==> config.mk <==
export PLATFORM = sky130hd
export DESIGN_NAME = lfo_phase_gen
export DESIGN_NICKNAME = d
export VERILOG_FILES = /design/src/rtl/lfo_pkg.sv /design/src/rtl/lfo_phase_acc.sv /design/src/rtl/lfo_phase_gen.sv
export SDC_FILE = /design/constraint.sdc
export NUM_CORES = 1
export LEC_CHECK = 0
export CAP_MARGIN = 0
export CORE_ASPECT_RATIO = 0.8
export CORE_MARGIN = 2
export CORE_UTILIZATION = 50
export CTS_CLUSTER_DIAMETER = 40
export DETAILED_ROUTE_END_ITERATION = 16
export HOLD_SLACK_MARGIN = 0.1
export PLACE_DENSITY = 0.76
export SYNTH_ARGS = -nofsm -noshare
export SYNTH_HDL_FRONTEND = slang
export SYNTH_HIERARCHICAL = 1
export SYNTH_SLANG_ARGS = --single-unit
==> constraint.sdc <==
create_clock -name clk_i -period 5.71 [get_ports clk_i]
set_clock_uncertainty 0.15 [all_clocks]
set_input_delay 1.142 -clock clk_i [delete_from_list [all_inputs] [get_ports clk_i]]
set_output_delay 1.142 -clock clk_i [all_outputs]
set_load 0.02 [all_outputs]
==> src/rtl/lfo_pkg.sv <==
// Shared constants, types and the quadrant-folding helper for the tremolo LFO.
// The cordic only covers 0..90 degrees, so the full-cycle phase is folded here.
package lfo_pkg;

    localparam int unsigned PHASE_W_DEF = 24;
    localparam int unsigned ANGLE_W     = 9;
    localparam int unsigned FRAC_W      = 10;
    localparam int unsigned PROD_W      = FRAC_W + ANGLE_W;

    localparam logic [ANGLE_W-1:0] ANGLE_90 = 9'd402;

    typedef logic [1:0] quad_t;

    // Odd quadrants run the fraction backwards so the first-quadrant sine
    // rises and falls symmetrically across each half cycle.
    function automatic logic [ANGLE_W-1:0] fold_angle(input quad_t q,
                                                      input logic [FRAC_W-1:0] f);
        logic [FRAC_W-1:0] fm;
        logic [PROD_W-1:0] prod;
        fm   = q[0] ? ~f : f;
        prod = PROD_W'(fm) * PROD_W'(ANGLE_90);
        return prod[PROD_W-1:FRAC_W];
    endfunction

endpackage

==> src/rtl/lfo_phase_acc.sv <==
// Stage 0 of the LFO pipeline: phase accumulator with sync-over-tick priority.
// Only the quadrant and fraction bits are exported; the low bits just carry precision.
module lfo_phase_acc
    import lfo_pkg::*;
#(
    parameter int unsigned PHASE_W = PHASE_W_DEF,
    parameter int unsigned TOP_W   = 2 + FRAC_W
) (
    input  logic               clk_i,
    input  logic               rst_n_i,
    input  logic               tick_i,
    input  logic               sync_i,
    input  logic [PHASE_W-1:0] rate_i,
    output logic [TOP_W-1:0]   phase_top_o,
    output logic               valid_o
);

    logic [PHASE_W-1:0] phase_q;
    logic [PHASE_W-1:0] phase_d;
    logic               v0_q;
    logic               v0_d;

    always_comb begin
        phase_d = phase_q;
        v0_d    = tick_i | sync_i;
        if (sync_i) begin
            phase_d = '0;
        end else if (tick_i) begin
            phase_d = phase_q + rate_i;
        end
    end

    always_ff @(posedge clk_i or negedge rst_n_i) begin
        if (!rst_n_i) begin
            phase_q <= '0;
            v0_q    <= 1'b0;
        end else begin
            phase_q <= phase_d;
            v0_q    <= v0_d;
        end
    end

    assign phase_top_o = phase_q[PHASE_W-1 -: TOP_W];
    assign valid_o     = v0_q;

endmodule

==> src/rtl/lfo_phase_gen.sv <==
// Tremolo LFO front/back end: phase accumulation, quadrant fold to the cordic,
// and sign restoration of the returned first-quadrant sine.
module lfo_phase_gen
    import lfo_pkg::*;
#(
    parameter int unsigned PHASE_W = PHASE_W_DEF
) (
    input  logic               clk_i,
    input  logic               rst_n_i,
    input  logic               tick_i,
    input  logic               sync_i,
    input  logic [PHASE_W-1:0] rate_i,
    output logic [ANGLE_W-1:0] angle_o,
    input  logic [7:0]         sin_i,
    output logic [8:0]         lfo_o,
    output logic               valid_o
);

    localparam int unsigned TOP_W = 2 + FRAC_W;

    logic [TOP_W-1:0]   phase_top;
    logic               v0;
    quad_t              quad;
    logic [FRAC_W-1:0]  frac;

    logic [ANGLE_W-1:0] angle_q;
    logic [ANGLE_W-1:0] angle_d;
    logic               q1_q;
    logic               q1_d;
    logic               v1_q;
    logic               v1_d;

    logic [8:0]         lfo_mag;
    logic [8:0]         lfo_q;
    logic [8:0]         lfo_d;
    logic               valid_q;
    logic               valid_d;

    lfo_phase_acc #(
        .PHASE_W (PHASE_W),
        .TOP_W   (TOP_W)
    ) u_acc (
        .clk_i       (clk_i),
        .rst_n_i     (rst_n_i),
        .tick_i      (tick_i),
        .sync_i      (sync_i),
        .rate_i      (rate_i),
        .phase_top_o (phase_top),
        .valid_o     (v0)
    );

    assign quad = phase_top[TOP_W-1 -: 2];
    assign frac = phase_top[FRAC_W-1:0];

    always_comb begin
        angle_d = angle_q;
        q1_d    = q1_q;
        v1_d    = v0;
        if (v0) begin
            angle_d = fold_angle(quad, frac);
            q1_d    = quad[1];
        end
    end

    // sin_i is the combinational cordic response to angle_q, so it is valid here.
    always_comb begin
        lfo_mag = {1'b0, sin_i};
        lfo_d   = lfo_q;
        valid_d = v1_q;
        if (v1_q) begin
            lfo_d = q1_q ? (~lfo_mag + 9'd1) : lfo_mag;
        end
    end

    always_ff @(posedge clk_i or negedge rst_n_i) begin
        if (!rst_n_i) begin
            angle_q <= '0;
            q1_q    <= 1'b0;
            v1_q    <= 1'b0;
            lfo_q   <= '0;
            valid_q <= 1'b0;
        end else begin
            angle_q <= angle_d;
            q1_q    <= q1_d;
            v1_q    <= v1_d;
            lfo_q   <= lfo_d;
            valid_q <= valid_d;
        end
    end

    assign angle_o = angle_q;
    assign lfo_o   = lfo_q;
    assign valid_o = valid_q;

endmodule
Yosys cells after proc, flatten, opt, wreduce, memory -nomap -nowiden. Cells that the tools add are included.

Bits in registers: 46. Input bits: 36. Logic and storage cells: 18.

$add $sub $neg: 2. $mul: 1. Mux-type cells: 4. Bitwise gates (word level): 3. Reduce and logical (&&, ||, !) cells: 1.

Operator list (count): $mux W24 (2); $add A24 B24 Y24 (1); $mul A10 B8 Y18 const B (1); $mux W10 (1); $not A10 Y10 (1); $add A9 B1 Y9 const B (1); $mux W9 (1); $not A8 Y9 (1); $reduce_bool A2 Y1 (1); $or A1 B1 Y1 (1).

Depth between registers and ports, before layout. Gate-level depths: netlist of the first run.

Word-level depth: 3. Mapped depth: 15. Gate-level depth less buffers: 13.

By module. Netlist of the first run, hierarchy kept.

By module, submodules not included: lfo_phase_gen (instances 1, cells an instance 237, area each 2284.7 um2, sequential area each 525.5 um2); lfo_phase_acc (instances 1, cells an instance 264, area each 2262.2 um2, sequential area each 625.6 um2).

Worst setup path after synthesis of the first run. OpenSTA, ideal clock, no wires.

Path kind: register to register. Start: register u_acc.phase_q[22]. End: register angle_q[7], in the netlist angle_o[7]. Arrival: 3.836 ns. Slack: 1.592 ns. Cell stages (with the launch flop): 16. Path buffers: 2. Period minus slack after synthesis: 4.118 ns. Path through: dfrtp_1 buf_4 buf_2 xor2_1 ha_1 inv_1 fa_1 fa_1 inv_1 ha_1 ha_1 a21oi_1 o21ai_0 a41oi_2 o2111a_1 or3_1.

Longest elaborated chain between the ends: 2.

Ends and longest elaborated chain: start, declared (RTL line lfo_phase_acc.sv:18) `logic [PHASE_W-1:0] phase_q;`; start signal, assigned (RTL line lfo_phase_acc.sv:38) `phase_q <= phase_d;`; $mux W10 (RTL line lfo_pkg.sv:20) `fm = q[0] ? ~f : f;`; $mul A10 B8 Y18 (RTL line lfo_pkg.sv:21) `prod = PROD_W'(fm) * PROD_W'(ANGLE_90);`; end signal, assigned (RTL line lfo_phase_gen.sv:83) `angle_q <= angle_d;`; end, declared (RTL line lfo_phase_gen.sv:26) `logic [ANGLE_W-1:0] angle_q;`.

No other way between the ends. A chain may end at the register's enable or synchronous reset.

Worst setup path after layout of the first run. Same ends and word-level chain as after synthesis.

==> implementation parameters, run 1 <==
Parameter                              Value

Power and ir drop
  Peak VDD IR ... 0.000500 V
  Leak ... 0.00251 uW
  Power density over the cells ... 613 nW/um^2

Clocking
  Clock root buffer ... sky130_fd_sc_hd__clkbuf_16
  # H-tree levels ... 2
  Post-CTS Hold Fix Bufs ... 0
  Num CTS Buffers ... 5
  Number of gates resized after CTS ... 0
  Clk buf depth ... 2
  CTS clk-pin slew, worst paths ... 0.07 ns
  Skew-Pair Late Insertion Delay ... 0.29 ns
  Clock sinks ... 46
  Post-CTS Setup Inserts ... 0
  Clock tree from TritonCTS ... done

Global route
  Busiest metal layer after global routing ... met2
  Via count of the first global-routing pass ... 3618
  Grt total ovfl ... 0
  GR Util met2 ... 34.5%
  Maximum number of pins on one net before global-route repair ... 47
  Met3 Use GR ... 2.37%
  Wire length of the first global-routing pass ... 16800 um
  Initial antenna violation count ... 0
  Met1 Usage GRT ... 29.4%
  Global routing usage summed across all routing layers ... 20.6%

Logic synthesis
  Proportion of netlist area held by the largest area contributor ... 25.3%
  Synthesized Nets ... 617
  Top post-synthesis cells by area ... sky130_fd_sc_hd__dfrtp_1, sky130_fd_sc_hd__ha_1, sky130_fd_sc_hd__xor2_1
  Number of standard cells after synthesis ... 501
  Top cell type by total area after synthesis ... sky130_fd_sc_hd__dfrtp_1
  Most common cell in the netlist ... sky130_fd_sc_hd__ha_1
  Syn Std Cell Area ... 4550 um^2
  Fraction of registers with async set/reset ... 100%
  Top flip-flop cell by instance count after synthesis ... sky130_fd_sc_hd__dfrtp_1
  Most used standard cells in the synthesized netlist ... sky130_fd_sc_hd__ha_1, sky130_fd_sc_hd__dfrtp_1, sky130_fd_sc_hd__inv_1
  Avg Cell Area, Syn ... 9.08 um^2
  Number of distinct standard cells referenced by the synthesized netlist ... 63
  Post-synthesis sequential area ratio ... 25.3%
  Flip-flop and latch count after synthesis ... 46
  Total number of yosys warnings ... 6
  Count of flip-flops with a built-in enable after synthesis ... 0

Setup path
  Worst-path fanout max ... 14
  Setup crit start kind ... flip-flop
  Class of the most critical setup path ... flip-flop to flip-flop
  Crit path required time ... 5.73 ns
  Data arrival at the endpoint of the critical path ... 4.44 ns
  Crit. End Element ... flip-flop

Drt
  Drt total wl ... 9920 um
  Number of vias in the routed layout ... 3775
  Drt wl/cell ... 15.2 um
  Average via count per standard cell ... 5.79
  Violation count after the first detailed-routing iteration ... 247
  Number of optimization iterations in the first detailed-route pass ... 4
  Remaining antenna violation count after routing ... 0
  Drt drc ... 0

Timing
  Hold Fails Final Rpt ... 0
  Fmax ... 0.226 GHz
  Share of the clock period used by the worst path after layout ... 77.5%
  Actual transition at the worst max-transition pin ... 1.10 ns
  Unrepaired setup endpoints after global routing ... false
  Clock period minus worst slack ... 4.42 ns
  Final-layout setup total negative slack ... 0 ns
  Count of pins over their slew limit ... 0
  Final setup violation count ... 0
  Slew Limit Headroom ... 26.9%

Floorplanning
  Width of the chip ... 111 um
  Starting Density ... 50.7%
  Area of the die ... 9880 um^2
  Ports ... 55
  Vertical extent of the die ... 89.3 um
  Placeable core region ... 8960 um^2
  Cell Rows ... 31

Layout
  Antenna Diode Count ... 0
  Post-layout instance area ... 5240 um^2
  Share of cells above drive strength 1 ... 5.40%
  Number of nets in the layout ... 652
  Area growth from synthesis to final layout ... 15.1%
  Final non-filler cell total ... 652

Placed design
  # port buffers ... 54
  Standard cell area after detailed placement ... 5090 um^2
  HPWL after detailed placement ... 7790 um
  Cell Count Post-Placement ... 644
  Global placer's final weighted congestion ... 0.865

Hold path
  HP Class ... flip-flop to flip-flop

Status
  Outcome ... completed

Run
  Max-capacitance violation count ... 0
-- stage by stage --
step           power [uW]  setup WS, ns  hold slack [ns]  util [%]
2_1_floorplan        2360          1.59            0.202         -
3_3_place_gp         2790          1.45            0.325      56.8
3_5_place_dp         2890          1.31            0.333      56.8
4_1_cts              3220          1.30            0.349      58.4
5_1_grt              3570          1.01            0.370      58.4
6_report             3210          1.29            0.343      58.4
-- layer usage --
layer  wire length, um  vias up
met2              4410       91
met5                 0        -
met3               396        9
li1                  -     1852
met4               106        0
met1              5010     1823
-- worst paths after layout --
check	start	end	slack [ns]	cells after the start
worst min-delay path	u_acc/phase_q[9]	u_acc/phase_q[9]	0.34	2
min in group asynchronous	rst_n_i	angle_o[1]	0.92	1
worst max-delay path	u_acc/phase_q[22]	angle_o[7]	1.29	13
max in group asynchronous	rst_n_i	u_acc/phase_q[9]	3.83	1
worst max register to register	u_acc/phase_q[22]	angle_o[7]	1.29	13
worst min register to register	u_acc/phase_q[9]	u_acc/phase_q[9]	0.34	2
-- report_power, final --
part,switching (uW),total [uW],internal (uW),leakage [uW]
Combinational,1320,2430,1110,0.00187
Sequential,64.2,483,418,0.000574
Clock,133,297,164,0.0000664
-- area by class of cell --
cell class                 instances  area, um^2
clock inverter                     3        23.8
multi-input combinational        385        3090
fill                             779        3720
timing repair buffer              55         543
inverter                          43         161
sequential                        46        1150
clock buffer                       5         125
tap                              115         144
-- layout by cell type (no fill, tap or decap), types with 2 or more instances in the layout --
| cell type | Yosys | final |
|---|---|---|
| sky130_fd_sc_hd__ha_1 | 71 | 71 |
| sky130_fd_sc_hd__clkdlybuf4s50_1 | 0 | 53 |
| sky130_fd_sc_hd__dfrtp_1 | 46 | 46 |
| sky130_fd_sc_hd__inv_1 | 43 | 43 |
| sky130_fd_sc_hd__nor2_1 | 38 | 38 |
| sky130_fd_sc_hd__a21oi_1 | 37 | 37 |
| sky130_fd_sc_hd__nand2_1 | 33 | 33 |
| sky130_fd_sc_hd__xor2_1 | 26 | 26 |
| sky130_fd_sc_hd__o21ai_0 | 23 | 23 |
| sky130_fd_sc_hd__xnor2_1 | 14 | 14 |
| sky130_fd_sc_hd__nand3_1 | 11 | 11 |
| sky130_fd_sc_hd__mux2i_1 | 10 | 10 |
| sky130_fd_sc_hd__a21o_1 | 9 | 9 |
| sky130_fd_sc_hd__fa_1 | 9 | 9 |
| sky130_fd_sc_hd__o211ai_1 | 8 | 8 |
| sky130_fd_sc_hd__mux2_2 | 8 | 8 |
| sky130_fd_sc_hd__nor2b_1 | 6 | 6 |
| sky130_fd_sc_hd__or3_1 | 6 | 6 |
| sky130_fd_sc_hd__clkbuf_16 | 0 | 5 |
| sky130_fd_sc_hd__a211o_1 | 5 | 5 |
| sky130_fd_sc_hd__nand4_1 | 4 | 4 |
| sky130_fd_sc_hd__and2_1 | 4 | 4 |
| sky130_fd_sc_hd__nand2b_1 | 4 | 4 |
| sky130_fd_sc_hd__a211oi_1 | 4 | 4 |
| sky130_fd_sc_hd__nand3b_1 | 4 | 4 |
| sky130_fd_sc_hd__o311ai_0 | 3 | 3 |
| sky130_fd_sc_hd__a31oi_1 | 3 | 3 |
| sky130_fd_sc_hd__o21bai_1 | 3 | 3 |
| sky130_fd_sc_hd__nor3_1 | 3 | 3 |
| sky130_fd_sc_hd__and3_1 | 3 | 3 |
| sky130_fd_sc_hd__o21a_1 | 2 | 2 |
| sky130_fd_sc_hd__o21ai_2 | 2 | 2 |
| sky130_fd_sc_hd__a221oi_1 | 2 | 2 |
| sky130_fd_sc_hd__clkinvlp_4 | 0 | 2 |
| sky130_fd_sc_hd__nor3b_1 | 2 | 2 |
| sky130_fd_sc_hd__o211ai_2 | 2 | 2 |
-- flip-flops by register name, summed over array words and instances (netlist names) --
signal         flops
v1_q               1
u_acc/valid_o      1
valid_o            1
angle_o            9
q1_q               1
lfo_o              9
u_acc/phase_q     24
-- logic make-up (layout without fill, tap and decap cells) --
logic type,count (synthesis),after routing,synth area share (%)
simple gates,125,125,13.6
compound gates,121,121,18.7
fa+ha+maj,80,80,23.5
buf+inv,70,106,6.80
flops,46,46,25.3
xor+xnor,40,40,7.71
mux,19,19,4.43
-- critical path, stage by stage (launching register included) --
cell and delay, ns:
sky130_fd_sc_hd__dfrtp_1 0.76, sky130_fd_sc_hd__xor2_1 0.31, sky130_fd_sc_hd__ha_1 0.28, sky130_fd_sc_hd__inv_1 0.08, sky130_fd_sc_hd__fa_1 0.43, sky130_fd_sc_hd__fa_1 0.51
sky130_fd_sc_hd__inv_1 0.04, sky130_fd_sc_hd__ha_1 0.28, sky130_fd_sc_hd__ha_1 0.35, sky130_fd_sc_hd__a21oi_1 0.24, sky130_fd_sc_hd__o21ai_0 0.15, sky130_fd_sc_hd__a41oi_2 0.28
sky130_fd_sc_hd__nor3_1 0.10, sky130_fd_sc_hd__or3_1 0.34
Power figures use the tool's default switching activity.
==> inputs of run 2 (changes only) <==
Clock period 5.71 ns to 4.5 ns, I/O delays scaled along.
==> run 2 against run 1 <==
Net effect:
- power up 30%
- sequential power rose by 26%
- hold slack better by 0.0017 ns
- non-clock buffer count grew 4
- first-iteration DRC count is 17% higher
- highest routed layer unchanged
- count of clock-buffer cells in the layout unchanged
- critical path type unchanged
- largest cell class unchanged
- critical path depth stayed put
==> implementation parameters, run 2 (same netlist as run 1, synthesis figures left out) <==
Parameter                              Value

Drt
  Number of vias in the routed layout ... 3792 (+0.45%)
  Remaining antenna violation count after routing ... 0 (unchanged)
  Drt total wl ... 10200 um (+2.4%)
  Average via count per standard cell ... 5.78 (-0.16%)
  Number of optimization iterations in the first detailed-route pass ... 5 (+1)
  Drt drc ... 0 (unchanged)
  Violation count after the first detailed-routing iteration ... 288 (+17%)
  Drt wl/cell ... 15.5 um (+1.7%)

Setup path
  Reg-to-reg endpoint ... angle_o[7]
  Capturing instance or port of the critical path ... angle_o[7]
  Crit path required time ... 4.53 ns (-1.20 ns)
  Setup crit start kind ... flip-flop
  Startpoint of the worst setup timing path ... u_acc/phase_q[22]
  Class of the most critical setup path ... flip-flop to flip-flop
  RR Startpoint ... u_acc/phase_q[22]
  Register-to-Register Setup Slack ... 0.25 ns (-1.04 ns)
  Data arrival at the endpoint of the critical path ... 4.28 ns (-0.16 ns)
  Worst-path fanout max ... 11 (-3)
  R2R cell count ... 13 (unchanged)
  Crit. End Element ... flip-flop

Power and ir drop
  Peak VDD IR ... 0.000617 V (+23%)
  Leak ... 0.00254 uW (+1.4%)
  Power density over the cells ... 788 nW/um^2 (+29%)
  Total power of the final layout ... 4170 uW (+30%)

Clocking
  Post-CTS Setup Inserts ... 0 (unchanged)
  Num CTS Buffers ... 5 (unchanged)
  Clock root buffer ... sky130_fd_sc_hd__clkbuf_16
  Clk buf depth ... 2 (unchanged)
  Skew-Pair Late Insertion Delay ... 0.30 ns (about the same)
  Post-CTS Hold Fix Bufs ... 0 (unchanged)
  Clock sinks ... 46 (unchanged)
  # H-tree levels ... 2 (unchanged)
  CTS clk-pin slew, worst paths ... 0.07 ns (about the same)
  Clock tree from TritonCTS ... done

Global route
  Grt total ovfl ... 0 (unchanged)
  Met3 Use GR ... 3.86% (+1.5 points)
  Wire length of the first global-routing pass ... 17500 um (+4.4%)
  Maximum number of pins on one net before global-route repair ... 47 (unchanged)
  GR Util met2 ... 35.0% (+0.50 points)
  Busiest metal layer after global routing ... met2
  Via count of the first global-routing pass ... 3705 (+2.4%)
  Initial antenna violation count ... 0 (unchanged)
  Met1 Usage GRT ... 30.5% (+1.0 points)
  Global routing usage summed across all routing layers ... 21.6% (+0.98 points)

Placed design
  HPWL after detailed placement ... 7860 um (+0.93%)
  # port buffers ... 54 (unchanged)
  Global placer's final weighted congestion ... 0.862 (-0.34%)
  Cell Count Post-Placement ... 648 (+0.62%)

Floorplanning
  Cell Rows ... 31 (unchanged)
  Placeable core region ... 8960 um^2 (unchanged)
  Ports ... 55 (unchanged)
  Starting Density ... 50.7% (unchanged)
  Area of the die ... 9880 um^2 (unchanged)
  Width of the chip ... 111 um (unchanged)
  Vertical extent of the die ... 89.3 um (unchanged)

Timing
  Clock period minus worst slack ... 4.25 ns (-0.175 ns)
  Hold Fails Final Rpt ... 0 (unchanged)
  Unrepaired setup endpoints after global routing ... false
  Actual transition at the worst max-transition pin ... 0.732 ns (-0.364 ns)
  Final setup violation count ... 0 (unchanged)
  Count of pins over their slew limit ... 0 (unchanged)
  Final-layout setup total negative slack ... 0 ns (unchanged)
  Slew Limit Headroom ... 50.7% (+24 points)
  Share of the clock period used by the worst path after layout ... 94.4% (+17 points)
  Fmax ... 0.235 GHz (+4.1%)

Layout
  Share of cells above drive strength 1 ... 6.28% (+0.88 points)
  Commonest non-fill, non-tap cell in the layout ... sky130_fd_sc_hd__ha_1
  Max reg flops ... 24 (unchanged)
  Number of nets in the layout ... 656 (+0.61%)
  Final non-filler cell total ... 656 (+0.61%)
  Antenna Diode Count ... 0 (unchanged)
  Reg with most FFs ... u_acc/phase_q
  Leading cell types in the layout, fill and taps excluded ... sky130_fd_sc_hd__ha_1, sky130_fd_sc_hd__clkdlybuf4s50_1, sky130_fd_sc_hd__dfrtp_1, sky130_fd_sc_hd__inv_1, sky130_fd_sc_hd__nor2_1
  Area growth from synthesis to final layout ... 16.4%

Status
  Outcome ... completed

Hold path
  HP Class ... flip-flop to flip-flop

Run
  Max-capacitance violation count ... 0 (unchanged)
[run 2: worst min-delay path by stage]
stage                                start               end  slack (ns)  cells after the start
after detailed placement  u_acc/phase_q[8]  u_acc/phase_q[8]        0.33                      2
after floorplan              u_acc/valid_o              v1_q        0.20                      0
after global placement    u_acc/phase_q[8]  u_acc/phase_q[8]        0.33                      2
after global routing      u_acc/phase_q[8]  u_acc/phase_q[8]        0.37                      2
after CTS                 u_acc/phase_q[8]  u_acc/phase_q[8]        0.35                      2
final                     u_acc/phase_q[8]  u_acc/phase_q[8]        0.35                      2
[run 2: what timing repair did]
| item | in CTS | in global routing |
|---|---|---|
| setup endpoints to repair | 0 | 6 |
| endpoints found under the hold margin | 0 | 0 |
| gates resized for setup | 0 | 1 |
[run 2: area by class of cell]
type | instances | area (um^2)
Multi-Input combinational cell | 385 | 3090
Tap cell | 115 | 144
Clock inverter | 3 | 48.8
Fill cell | 758 | 3670
Inverter | 43 | 161
Timing Repair Buffer | 59 | 573
Clock buffer | 5 | 125
Sequential cell | 46 | 1150
[run 2: through the flow]
step / util (%) / area, um^2 / hold slack, ns / setup WS, ns
finish: 59.1 / 5290 / 0.345 / 0.251
global route: 59.1 / 5290 / 0.372 / 0.0418
CTS: 59.0 / 5290 / 0.345 / 0.148
detailed placement: 57.1 / 5120 / 0.329 / 0.164
global placement: 57.1 / 5120 / 0.326 / 0.349
floorplan: - / 4550 / 0.202 / 0.382
[run 2: per-layer routing]
| layer | part of all wire, % | vias up |
|---|---|---|
| li1 | - | 1849 |
| met1 | 48 | 1821 |
| met2 | 45 | 106 |
| met3 | 5.6 | 16 |
| met4 | 1.3 | 0 |
| met5 | 0 | - |
[run 2: report_power, final]
group | internal [uW] | switching, uW
registers | 531 | 78.1
logic | 1420 | 1700
clock network | 266 | 175
total | 2220 | 1950
[run 2: worst max-delay path, stage by stage (launching register included)]
cell	delay, ns
sky130_fd_sc_hd__dfrtp_2	0.54
sky130_fd_sc_hd__xor2_1	0.31
sky130_fd_sc_hd__ha_1	0.29
sky130_fd_sc_hd__inv_1	0.07
sky130_fd_sc_hd__fa_1	0.43
sky130_fd_sc_hd__fa_1	0.52
sky130_fd_sc_hd__inv_1	0.04
sky130_fd_sc_hd__ha_1	0.30
sky130_fd_sc_hd__ha_1	0.35
sky130_fd_sc_hd__a21oi_1	0.26
sky130_fd_sc_hd__o21ai_0	0.16
sky130_fd_sc_hd__a41oi_2	0.27
sky130_fd_sc_hd__nor3_1	0.09
sky130_fd_sc_hd__or3_1	0.34
